$ cat config.mk
export PLATFORM = sky130hd
export DESIGN_NAME = ex_muldiv_unit
export DESIGN_NICKNAME = d
export VERILOG_FILES = /design/src/rtl/ex_muldiv_unit_pkg.sv /design/src/rtl/md_div_core.sv /design/src/rtl/ex_muldiv_unit.sv
export SDC_FILE = /design/constraint.sdc
export NUM_CORES = 1
export LEC_CHECK = 0
export BUFFER_PORTS_ARGS = -buffer_cell sky130_fd_sc_hd__buf_2
export CORE_MARGIN = 1.5
export CORE_UTILIZATION = 30
export DETAILED_ROUTE_END_ITERATION = 10
export PLACE_DENSITY_LB_ADDON = 0.12
export RECOVER_POWER = 25
export SLEW_MARGIN = 20
export SYNTH_ARGS = -nofsm -noshare
export SYNTH_HDL_FRONTEND = slang
export SYNTH_SLANG_ARGS = --single-unit
$ cat constraint.sdc
create_clock -name clk -period 4.2 [get_ports clk]
set_input_delay 0.84 -clock clk [delete_from_list [all_inputs] [get_ports clk]]
set_output_delay 0.84 -clock clk [all_outputs]
set_load 0.02 [all_outputs]
$ cat src/rtl/ex_muldiv_unit_pkg.sv
// Shared EX-stage pipeline definitions: multiply/divide function encoding and EX control fields.
package ex_muldiv_unit_pkg;

    // Multiply/divide function carried in EX_CTRL. Codes 5..7 are reserved and behave as NONE.
    typedef enum logic [2:0] {
        MdNone = 3'd0,
        MdMul  = 3'd1,
        MdDiv  = 3'd2,
        MdMthi = 3'd3,
        MdMtlo = 3'd4
    } md_func_e;

    // Which architectural register an MFHI/MFLO reads.
    typedef enum logic {
        HiloSelLo = 1'b0,
        HiloSelHi = 1'b1
    } hilo_sel_e;

    // EX_CTRL fields that belong to the multiply/divide unit.
    typedef struct packed {
        md_func_e  md_func;
        logic      md_sign;
        logic      hilo_read;
        hilo_sel_e hilo_sel;
    } ex_md_ctrl_t;

    // Map a raw 3-bit function code onto md_func_e, folding reserved codes onto MdNone.
    function automatic md_func_e decode_md_func(logic [2:0] raw);
        case (raw)
            3'd1:    return MdMul;
            3'd2:    return MdDiv;
            3'd3:    return MdMthi;
            3'd4:    return MdMtlo;
            default: return MdNone;
        endcase
    endfunction

    // True for the functions that occupy the iterative datapath.
    function automatic logic is_iterative(md_func_e fn);
        return (fn == MdMul) || (fn == MdDiv);
    endfunction

endpackage

$ cat src/rtl/md_div_core.sv
// Restoring divider datapath: one quotient bit per step on unsigned magnitudes.
module md_div_core #(
    parameter int unsigned WIDTH = 32
) (
    input  logic             clk,
    input  logic             rst,
    input  logic             load,
    input  logic             step,
    input  logic [WIDTH-1:0] dividend,
    input  logic [WIDTH-1:0] divisor,
    output logic [WIDTH-1:0] quotient,
    output logic [WIDTH-1:0] remainder
);

    logic [WIDTH-1:0] rem_q;
    logic [WIDTH-1:0] quo_q;
    logic [WIDTH-1:0] dsr_q;
    logic [WIDTH-1:0] rem_shift;
    logic [WIDTH:0]   trial;
    logic             fits;

    // One restoring step: shift the next dividend bit in, try a subtract, keep it if no borrow.
    always_comb begin
        rem_shift = {rem_q[WIDTH-2:0], quo_q[WIDTH-1]};
        trial     = {rem_q, quo_q[WIDTH-1]} - {1'b0, dsr_q};
        // Remainder is always below the divisor, so bit WIDTH of the difference is the borrow.
        fits      = ~trial[WIDTH];
    end

    // Remainder / quotient shift registers; the quotient register starts out holding the dividend.
    always_ff @(posedge clk) begin
        if (!rst) begin
            rem_q <= '0;
            quo_q <= '0;
            dsr_q <= '0;
        end else if (load) begin
            rem_q <= '0;
            quo_q <= dividend;
            dsr_q <= divisor;
        end else if (step) begin
            rem_q <= fits ? trial[WIDTH-1:0] : rem_shift;
            quo_q <= {quo_q[WIDTH-2:0], fits};
        end
    end

    assign quotient  = quo_q;
    assign remainder = rem_q;

endmodule

$ cat src/rtl/ex_muldiv_unit.sv
// Iterative multiply/divide unit with architectural HI/LO for the EX stage.
module ex_muldiv_unit
    import ex_muldiv_unit_pkg::*;
#(
    parameter int unsigned WIDTH    = 32,
    parameter int unsigned MUL_BITS = 1
) (
    input  logic             clk,
    input  logic             rst,
    input  logic             start,
    input  logic [2:0]       func,
    input  logic             is_sign,
    input  logic [WIDTH-1:0] a,
    input  logic [WIDTH-1:0] b,
    input  logic             hilo_read,
    input  logic             flush,
    output logic [WIDTH-1:0] hi,
    output logic [WIDTH-1:0] lo,
    output logic             busy,
    output logic             done,
    output logic             stall_req
);

    localparam int unsigned CntW     = $clog2(WIDTH + 1);
    localparam int unsigned MulSteps = WIDTH / MUL_BITS;

    typedef enum logic [1:0] {
        StIdle,
        StMul,
        StDiv,
        StFix
    } state_e;

    state_e                 state_q, state_d;
    logic [CntW-1:0]        cnt_q, cnt_d;
    logic                   is_div_q;
    logic                   neg_res_q;
    logic                   neg_rem_q;
    logic                   div_zero_q;
    logic                   done_q;
    logic [2*WIDTH-1:0]     acc_q;
    logic [WIDTH-1:0]       mcand_q;
    logic [WIDTH-1:0]       hi_q;
    logic [WIDTH-1:0]       lo_q;

    md_func_e               fn;
    logic                   op_iter;
    logic                   accept;
    logic                   accept_iter;
    logic                   accept_mt;
    logic                   load;
    logic                   step_mul;
    logic                   step_div;
    logic                   fix_wr;
    logic [WIDTH-1:0]       a_mag;
    logic [WIDTH-1:0]       b_mag;
    logic [MUL_BITS-1:0]    digit;
    logic [WIDTH+MUL_BITS-1:0] pp_sum;
    logic [2*WIDTH-1:0]     acc_step;
    logic [2*WIDTH-1:0]     prod_fix;
    logic [WIDTH-1:0]       quo_raw;
    logic [WIDTH-1:0]       rem_raw;
    logic [WIDTH-1:0]       quo_fix;
    logic [WIDTH-1:0]       rem_fix;

    // Decode the request and decide whether the unit takes it this cycle.
    always_comb begin
        fn          = decode_md_func(func);
        op_iter     = is_iterative(fn);
        // done_q marks the held EX instruction that just completed; it must not issue again.
        accept      = (state_q == StIdle) && start && !flush && !done_q;
        accept_iter = accept && op_iter;
        accept_mt   = accept && ((fn == MdMthi) || (fn == MdMtlo));
        a_mag       = (is_sign && a[WIDTH-1]) ? -a : a;
        b_mag       = (is_sign && b[WIDTH-1]) ? -b : b;
    end

    // Next-state logic and datapath strobes.
    always_comb begin
        state_d  = state_q;
        cnt_d    = cnt_q;
        load     = 1'b0;
        step_mul = 1'b0;
        step_div = 1'b0;
        fix_wr   = 1'b0;
        unique case (state_q)
            StIdle: begin
                if (accept_iter) begin
                    load = 1'b1;
                    if (fn == MdMul) begin
                        cnt_d   = CntW'(MulSteps);
                        state_d = StMul;
                    end else begin
                        cnt_d   = CntW'(WIDTH);
                        state_d = StDiv;
                    end
                end
            end
            StMul: begin
                step_mul = 1'b1;
                cnt_d    = cnt_q - CntW'(1);
                if (cnt_q == CntW'(1)) begin
                    state_d = StFix;
                end
            end
            StDiv: begin
                step_div = 1'b1;
                cnt_d    = cnt_q - CntW'(1);
                if (cnt_q == CntW'(1)) begin
                    state_d = StFix;
                end
            end
            StFix: begin
                fix_wr  = 1'b1;
                state_d = StIdle;
            end
            default: begin
                state_d = StIdle;
            end
        endcase
        // Abort: drop the operation without touching HI/LO.
        if (flush && (state_q != StIdle)) begin
            state_d  = StIdle;
            cnt_d    = '0;
            step_mul = 1'b0;
            step_div = 1'b0;
            fix_wr   = 1'b0;
        end
    end

    // FSM state, counter and per-operation flags.
    always_ff @(posedge clk) begin
        if (!rst) begin
            state_q    <= StIdle;
            cnt_q      <= '0;
            is_div_q   <= 1'b0;
            neg_res_q  <= 1'b0;
            neg_rem_q  <= 1'b0;
            div_zero_q <= 1'b0;
            done_q     <= 1'b0;
        end else begin
            state_q <= state_d;
            cnt_q   <= cnt_d;
            done_q  <= fix_wr;
            if (load) begin
                is_div_q   <= (fn == MdDiv);
                neg_res_q  <= is_sign && (a[WIDTH-1] ^ b[WIDTH-1]);
                neg_rem_q  <= is_sign && a[WIDTH-1];
                div_zero_q <= (b == '0);
            end
        end
    end

    // Shift-add multiplier: add mcand*digit into the upper half, then shift MUL_BITS right.
    always_comb begin
        digit  = acc_q[MUL_BITS-1:0];
        pp_sum = {{MUL_BITS{1'b0}}, acc_q[2*WIDTH-1:WIDTH]}
               + ({{MUL_BITS{1'b0}}, mcand_q} * {{WIDTH{1'b0}}, digit});
    end

    if (MUL_BITS < WIDTH) begin : g_mul_shift
        assign acc_step = {pp_sum, acc_q[WIDTH-1:MUL_BITS]};
    end else begin : g_mul_full
        assign acc_step = pp_sum;
    end

    // Multiplier accumulator: lower half starts as the multiplier and drains as digits retire.
    always_ff @(posedge clk) begin
        if (!rst) begin
            acc_q   <= '0;
            mcand_q <= '0;
        end else if (load && (fn == MdMul)) begin
            acc_q   <= {{WIDTH{1'b0}}, b_mag};
            mcand_q <= a_mag;
        end else if (step_mul) begin
            acc_q <= acc_step;
        end
    end

    md_div_core #(
        .WIDTH(WIDTH)
    ) u_div_core (
        .clk      (clk),
        .rst      (rst),
        .load     (load && (fn == MdDiv)),
        .step     (step_div),
        .dividend (a_mag),
        .divisor  (b_mag),
        .quotient (quo_raw),
        .remainder(rem_raw)
    );

    // Sign correction applied in FIX; divide-by-zero forces an all-ones quotient.
    always_comb begin
        prod_fix = neg_res_q ? -acc_q : acc_q;
        quo_fix  = div_zero_q ? {WIDTH{1'b1}} : (neg_res_q ? -quo_raw : quo_raw);
        // |a| negated gives back a, so a zero divisor also leaves hi equal to the dividend.
        rem_fix  = neg_rem_q ? -rem_raw : rem_raw;
    end

    // Architectural HI/LO: written only at the FIX edge or by an accepted MTHI/MTLO.
    always_ff @(posedge clk) begin
        if (!rst) begin
            hi_q <= '0;
            lo_q <= '0;
        end else if (fix_wr) begin
            if (is_div_q) begin
                hi_q <= rem_fix;
                lo_q <= quo_fix;
            end else begin
                hi_q <= prod_fix[2*WIDTH-1:WIDTH];
                lo_q <= prod_fix[WIDTH-1:0];
            end
        end else if (accept_mt) begin
            if (fn == MdMthi) begin
                hi_q <= a;
            end else begin
                lo_q <= a;
            end
        end
    end

    // Status and interlock outputs.
    always_comb begin
        busy      = (state_q != StIdle);
        done      = fix_wr;
        stall_req = busy || (start && op_iter && !flush) || (hilo_read && busy);
        hi        = hi_q;
        lo        = lo_q;
    end

endmodule

Word-level counts from Yosys, hierarchy flattened:

Index checks and enable logic that the tools add are counted.

* eq/ne operators: 15
* $add $sub $neg: 8
* reductions and logical operators: 36
* bitwise gates (word level): 3
* multiply operators: 1
* multiplexer cells: 34

Operators with widths (count)
* two-way mux 32 bit: 18
* negator 32 bit: 4
* two-way mux 64 bit: 1
* negator 64 bit: 1
* adder 32 x 33 -> 33 bit: 1
* multiplier 32 x 1 -> 33 bit: 1
* subtractor 33 x 32 -> 33 bit: 1
* zero test 32 bit: 1
* logical AND 1 bit: 14
* == test 3 x 2 -> 1 bit, second input constant: 4
* one-hot mux 3 bit (4 select lines): 1
* one-hot mux 6 bit (2 select lines): 1
* nonzero test 2 bit: 6
* two-way mux 1 bit: 8
* AND reduction 2 bit: 4
* OR reduction 2 bit: 4
* == test 3 x 1 -> 1 bit, second input constant: 2
* == test 3 bit, second input constant: 2
* == test 6 x 1 -> 1 bit, second input constant: 1
* two-way mux 2 bit: 3
* two-way mux 6 bit: 1
* one-hot mux 2 bit (3 select lines): 1
* subtractor 6 x 1 -> 6 bit, second input constant: 1
* == test 2 bit, second input constant: 2
* other kinds (8): 14

* word-level logic and storage cells: 112
* input bits: 73
* register bits after elaboration: 269
* output and inout port bits: 67

Depth between registers and ports, before layout:

Gate-level depths: netlist of the first run.

* depth in word-level cells: 9
* gate-level depth with buffers: 14

Cells and area by module:

Synthesis of the first run repeated with hierarchy kept, for this count alone.

* cells, all modules: 2482
* area total of the unflattened synthesis: 19162.1 um2

Modules (own cells, without submodules)
* ex_muldiv_unit: cells each 1788, instances 1, area an instance 13332.8 um2
* md_div_core: cells each 694, instances 1, area an instance 5829.3 um2

Worst setup path after synthesis of the first run:

Ideal clock, no wire load.

* kind: register to register
* start point: reg acc_q[10]
* end point: reg hi_q[15], in the netlist hi[15]
* clock period less this slack: 3.507 ns
* cell stages (with the launch flop): 11
* library setup time: 0.132 ns
* buffers on the path: 1
* data required time: 4.068 ns
* setup slack: 0.693 ns
* arrival: 3.375 ns
* cell sequence: dfxtp_1 > or4_4 > or4_4 > or4_4 > buf_6 > or4_4 > or4_4 > o31ai_4 > xnor2_1 > nand2_1 > o221ai_2

* longest elaborated chain between the ends: 4

RTL lines
* start: declaration: RTL line ex_muldiv_unit.sv:41 `logic [2*WIDTH-1:0] acc_q;`
* start signal: assignment: RTL line ex_muldiv_unit.sv:173 `acc_q <= {{WIDTH{1'b0}}, b_mag};`
* start signal: assignment: RTL line ex_muldiv_unit.sv:176 `acc_q <= acc_step;`
* negator 64 bit: RTL line ex_muldiv_unit.sv:195 `prod_fix = neg_res_q ? -acc_q : acc_q;`
* two-way mux 64 bit: RTL line ex_muldiv_unit.sv:195
* two-way mux 32 bit: RTL line ex_muldiv_unit.sv:207 `if (is_div_q) begin`
* two-way mux 32 bit: RTL line ex_muldiv_unit.sv:206 `end else if (fix_wr) begin`
* end signal: assignment: RTL line ex_muldiv_unit.sv:208 `hi_q <= rem_fix;`
* end signal: assignment: RTL line ex_muldiv_unit.sv:211 `hi_q <= prod_fix[2*WIDTH-1:WIDTH];`
* end: declaration: RTL line ex_muldiv_unit.sv:43 `logic [WIDTH-1:0] hi_q;`

Every way passes these cells.
A chain may end at the register's enable or synchronous reset.

Worst setup path after layout of the first run:

* start point: reg acc_q[0]
* end point: reg acc_q[62]

* longest elaborated chain between the ends: 2

RTL lines
* multiplier 32 x 1 -> 33 bit: RTL line ex_muldiv_unit.sv:158 `+ ({{MUL_BITS{1'b0}}, mcand_q} * {{WIDTH{1'b0}}, digit});`
* adder 32 x 33 -> 33 bit: RTL line ex_muldiv_unit.sv:158

Every way passes these cells.

==> results.yml, run 1 <==
global_routing:
  use_met1_pct: 36.2
  grt_first_pass_wirelength_um: 121000
  grt_antenna_before_repair: 1
  grt_max_degree: 112
  grt_use_met2_pct: 38.6
  grt_busiest_layer: "met2"
  grt_usage_pct: 25.2
  overflow: 0
  grt_pass1_vias: 17829
  use_met3_pct: 3.32
floorplanning:
  start_util_pct: 30.3
  coreArea_mm2: 0.0630
  die_w_um: 255
  die-height_um: 255
  fp.dieArea_mm2: 0.0651
  row_count: 92
  io_pins: 140
power_and_ir_drop:
  p_leak_uw: 0.00912
  peakVddDrop_mv: 0.552
  powerDensity_mw_per_mm2: 602
  p_total_uw: 13200
synth:
  yosysWarningCount: 0
  postSynthAreaPerCell_um2: 7.60
  ys_seq_area_share_pct: 28.3
  netlist_area_mm2: 0.0191
  syn_nets: 2658
  synth_area_leaders: "dfxtp_1, nand2_1, xnor2_1"
  ys.flop_type: "dfxtp_1"
  synth_seq_cells: 269
  synth_top_area_share_pct: 28.3
  syn_inst: 2508
  ys_types: 71
  synth_area_leader_cell: "dfxtp_1"
  synth-edff-count: 0
  async_flop_share_pct: 0
critical_path:
  critPathMaxStageDelay_ns: 0.75
  worstSetupStartpointType: "flip-flop"
  r2r-end: "acc_q[62]"
  worstSetupPathType: "reg -> reg"
  crit_chain: "and2_1 > ha_1 > a21o_1 > nand4_1 > a31oi_1 > a221oi_1 > buf_4 > o21ai_0 > buf_4 > a21oi_1 > a2111oi_0 > buf_4 > mux2i_1 > nand2_1"
  crit_family: "compound AO/OA/AOI/OAI gates"
  r2r_slack_ns: 0.20
  reg2regPathDepth: 14
  worstPathRequired_ns: 4.67
  crit_buf_inv: 3
  path_max_fanout: 15
  end_kind: "flip-flop"
  crit_path_frequent_cell: "buf_4"
  slowest_stage: "dfxtp_1"
  arrival_ns: 4.47
  r2r-start: "acc_q[0]"
hold_path:
  hold_end: "u_div_core.dsr_q[29]"
  hold_path_depth: 2
  hp-class: "reg -> reg"
  hp-start: "u_div_core.dsr_q[29]"
timing:
  period_share_pct: 95.2
  tightest_slew_ns: 1.57
  clock_skew_ns: 0.0357
  max_slew_margin_pct: -4.42
  setup_viol: 0
  fin_setup_tns_ns: 0
  final-max-slew-violation-count: 35
  max_freq_mhz: 250
  hold_viol: 0
  rsz0062_at_grt: "no"
  post-route-min-period_ns: 4.00
final_layout:
  fin_util_pct: 34.8
  fillers: 6786
  nets: 2738
  syn_to_final_growth_pct: 15.0
  drive_gt1_share_pct: 9.67
  stdcell_count: 3462
cts:
  hold_buffers: 0
  cts.sinks: 269
  cts_resized: 0
  htree_levels: 2
  cts_tree: "built"
  postCtsSetupRepairBufs: 0
  clkTransAtPathRegs_ns: 0.06
  clockBufferDepth: 3
  clockRootBuffer: "clkbuf_16"
  numCtsBuffers: 37
  clkLatencyLatePin_ns: 0.58
run:
  drv_cap: 1
route:
  ant_nets: 0
  first_iter_violations: 1687
  firstDrtPassIters: 6
  avgRoutedWirePerCell_um: 24.0
  wl_um: 83100
  drc: 0
  viasPerCell: 5.52
  vias: 19121
run_status:
  outcome: "complete, but fails checks"
  violations: "capacitance limit, slew limit"
placement:
  place_inst: 3395
  gp_congestion: 0.967
  hpwl_um: 64000
  numPortBuffers: 138
## where the power goes
part	switching, µW	internal (µW)	total, µW
Clock	1330	2020	3350
Combinational	4330	2440	6770
Sequential	323	2750	3080
## cells in the mapped netlist, drive strengths merged, types with 16 or more instances
cell	instances
a211oi	17
buf	16
xnor2	147
and2	55
and3	37
nand2	405
o22ai	39
ha	75
nand3	80
o221ai	30
a21oi	181
nand2b	18
or3	27
or4	28
o211ai	23
dfxtp	269
nor2	166
o211a	56
a31oi	20
clkbuf	144
a21o	25
nor3b	32
nor4	23
xor2	82
nor3	40
o21ai	126
mux2i	64
o41ai	27
inv	69
o31ai	39
## layout make-up
cell class                 instances  area, µm²  share of cell area, %
clock buffer                      51       1060                   4.83
sequential                       269       5390                   24.6
multi-input combinational       2010      12800                   58.6
clock inverter                    15        198                  0.902
timing repair buffer             201       1110                   5.05
antenna                            1       2.50                 0.0114
tap                              846       1060                   4.83
inverter                          69        259                   1.18
## worst max-delay path by stage
stage / slack [ns] / endpoint / cells past startpoint / from
detailed placement: 0.25 / acc_q[62] / 12 / acc_q[0]
finish: 0.20 / acc_q[62] / 14 / acc_q[0]
CTS: 0.25 / acc_q[62] / 12 / acc_q[0]
floorplan: 0.69 / hi[15] / 10 / acc_q[10]
global route: 0.06 / acc_q[62] / 14 / acc_q[0]
global placement: 0.36 / acc_q[62] / 12 / acc_q[0]
## registers in the layout, summed over array words and instances, names as in the netlist, 2 cells and up
signal                flops
acc_q                    64
u_div_core.quotient      32
cnt_q                     6
state_q                   2
hi                       32
mcand_q                  32
u_div_core.remainder     32
u_div_core.dsr_q         32
lo                       32
## cells by family after synthesis
group	count (synthesis)	share of synthesized area [%]
AO/OA/AOI/OAI	660	23.2
XOR/XNOR	229	10.5
adder cells (fa/ha/maj)	77	5.13
buffers and inverters	229	4.56
flip-flops	269	28.3
multiplexers	75	4.01
AND/OR/NAND/NOR	969	24.4
## layout by cell type, fill, tap and decap left out, drive strengths merged, types with 14 or more instances in the layout
cell type	n
nand3	80
nor3b	32
or2	14
a21oi	181
o31ai	39
nor4	23
inv	72
or3	27
ha	75
and3	37
nand2	405
xor2	82
dfxtp	269
clkbuf	121
buf	131
mux2i	64
o21bai	14
o21ai	126
a31oi	20
nor2b	14
a21o	25
o211ai	23
and2	55
o221ai	30
nand2b	18
nor2	166
xnor2	147
o211a	56
o41ai	27
a211oi	17
or4	28
nor3	40
o22ai	39
## metrics by stage
stage | worst slack [ns] | hold slack, ns | cell area [µm²]
after floorplan | 0.693 | 0.434 | 19100
after global placement | 0.362 | 0.450 | 20800
after detailed placement | 0.251 | 0.448 | 20800
after CTS | 0.247 | 0.457 | 22000
after global routing | 0.0601 | 0.500 | 21900
final | 0.203 | 0.455 | 21900
## per-layer routing
metal	part of all wire, %	wire [µm]	up-vias
met3	6.0	5000	105
li1	-	-	9129
met5	0	0	-
met1	47	39400	9230
met4	3.3	2720	0
met2	43	36000	657
## worst register-to-register path: stages (launching register included)
cell	delay (ns)
dfxtp_1	0.75
and2_1	0.28
ha_1	0.20
a21o_1	0.16
nand4_1	0.17
a31oi_1	0.46
a221oi_1	0.19
buf_4	0.19
o21ai_0	0.26
buf_4	0.20
a21oi_1	0.10
a2111oi_0	0.51
buf_4	0.20
mux2i_1	0.18
nand2_1	0.07
Power figures use the tool's default switching activity.
==> inputs of run 2 (changes only) <==
CTS_BUF_LIST = sky130_fd_sc_hd__clkbuf_8   (was not set)
HOLD_SLACK_MARGIN = 0.06   (was not set)
==> run 2 against run 1 <==
Effect of this change:
- maximum frequency rose by 0.53%
- critical path type unchanged
- power fell by 3.0%
- final cell count rose by 0.92%
- critical path depth did not move
- routed wire length rose by 0.58%
- clock power fell by 13%
- worst hold slack got worse by 0.0021 ns
- largest power group unchanged
- highest routed layer unchanged
- sequential cell count did not move
- the run still ends with capacitance limit, slew limit left
- combinational power barely moved
- core utilization fell by 0.17 points
- critical endpoint unchanged
- design area fell by 0.50%
==> results.yml, run 2 (synthesis results as in run 1) <==
cts:
  clockRootBuffer: "clkbuf_8"
  clkTransAtPathRegs_ns: 0.06
  postCtsSetupRepairBufs: 0
  hold_buffers: 0
  cts.sinks: 269
  clkLatencyLatePin_ns: 0.67
  numCtsBuffers: 54
  cts_tree: "built"
  clockBufferDepth: 3
  cts_resized: 0
  htree_levels: 2
final_layout:
  fin_area_mm2: 0.0218
  nets: 2755
  largest_register_ffs: 64
  drive_gt1_share_pct: 10.5
  final_cell_mix: "nand2_1, dfxtp_1, a21oi_1"
  fillers: 6807
  fin_util_pct: 34.6
  syn_to_final_growth_pct: 14.4
  regMostFlops: "acc_q"
  final_common_cell: "nand2_1"
power_and_ir_drop:
  powerDensity_mw_per_mm2: 587
  p_total_uw: 12800
  p_leak_uw: 0.00914
  peakVddDrop_mv: 0.571
timing:
  post-route-min-period_ns: 3.98
  hold_viol: 0
  fin_setup_tns_ns: 0
  setup_viol: 0
  tightest_slew_ns: 1.53
  max_slew_margin_pct: -2.12
  period_share_pct: 94.7
  max_freq_mhz: 252
  rsz0062_at_grt: "no"
  final-max-slew-violation-count: 35
  clock_skew_ns: 0.0534
  hold_ws_ns: 0.453
placement:
  gp_congestion: 0.967
  numPortBuffers: 138
  placed_area_mm2: 0.0208
  hpwl_um: 64000
run_status:
  violations: "capacitance limit, slew limit"
  outcome: "complete, but fails checks"
route:
  ant_nets: 0
  drc: 0
  first_iter_violations: 1714
  viasPerCell: 5.52
  firstDrtPassIters: 6
  wl_um: 83500
  vias: 19295
  avgRoutedWirePerCell_um: 23.9
critical_path:
  arrival_ns: 4.53
  path_max_fanout: 15
  crit_family: "compound AO/OA/AOI/OAI gates"
  crit_path_frequent_cell: "buf_4"
  worstPathRequired_ns: 4.76
  slowest_stage: "dfxtp_1"
  end_kind: "flip-flop"
  worstSetupPathType: "reg -> reg"
  critPathMaxStageDelay_ns: 0.75
  crit_buf_inv: 3
  r2r_slack_ns: 0.22
  crit_chain: "and2_1 > ha_1 > a21o_1 > nand4_1 > a31oi_1 > a221oi_1 > buf_4 > o21ai_0 > buf_4 > a21oi_1 > a2111oi_0 > buf_4 > mux2i_1 > nand2_1"
  r2r-start: "acc_q[0]"
  worstSetupStartpointType: "flip-flop"
  reg2regPathDepth: 14
  r2r-end: "acc_q[62]"
run:
  drv_cap: 1
floorplanning:
  start_util_pct: 30.3
  fp.dieArea_mm2: 0.0651
  row_count: 92
  die_w_um: 255
  io_pins: 140
  die-height_um: 255
  coreArea_mm2: 0.0630
global_routing:
  grt_antenna_before_repair: 1
  grt_pass1_vias: 18022
  grt_usage_pct: 25.3
  grt_max_degree: 112
  grt_first_pass_wirelength_um: 122000
  overflow: 0
hold_path:
  hold_end: "u_div_core.dsr_q[29]"
  hp-class: "reg -> reg"
  hold_path_depth: 2
  hp-start: "u_div_core.dsr_q[29]"
## run 2: cell type report
class / instances / area, µm² / share of cell area (%)
repair buffers: 201 / 1110 / 5.07
well taps: 846 / 1060 / 4.85
flip-flops and latches: 269 / 5390 / 24.7
multi-input cells: 2010 / 12900 / 58.9
clock inverters: 23 / 111 / 0.511
inverters: 69 / 259 / 1.19
clock buffers: 75 / 1030 / 4.73
diodes: 1 / 2.50 / 0.0115
## run 2: layer usage
metal	track usage, %	share of wire, %
met5	0	0
met4	9.18	3.8
met3	3.65	6.2
met1	36.2	47
met2	38.4	43
## run 2: through the flow
step                      setup slack [ns]  instances
after floorplan                      0.693       2508
after global placement               0.362       3395
after detailed placement             0.251       3395
after CTS                            0.226       3493
after global routing                0.0355       3493
final                                0.224       3494
## run 2: worst reg2reg max path: stages (launching register included)
cell and delay (ns):
dfxtp_1 0.75, and2_1 0.28, ha_1 0.21, a21o_1 0.16, nand4_1 0.17, a31oi_1 0.45, a221oi_1 0.17, buf_4 0.18
o21ai_0 0.24, buf_4 0.20, a21oi_1 0.09, a2111oi_0 0.52, buf_4 0.20, mux2i_1 0.18, nand2_1 0.06
## run 2: power breakdown
group          internal [µW]  total (µW)  switching, µW
Combinational           2440        6790           4360
Clock                   1580        2930           1350
Sequential              2750        3080            323
Total                   6770       12800           6030
## run 2: how the worst max path moves through the flow
stage | startpoint | endpoint | slack (ns) | depth (start not counted)
final | acc_q[0] | acc_q[62] | 0.22 | 14
after global routing | acc_q[0] | acc_q[62] | 0.04 | 14
after CTS | acc_q[0] | acc_q[62] | 0.23 | 12
after detailed placement | acc_q[0] | acc_q[62] | 0.25 | 12
after global placement | acc_q[0] | acc_q[62] | 0.36 | 12
after floorplan | acc_q[10] | hi[15] | 0.69 | 10
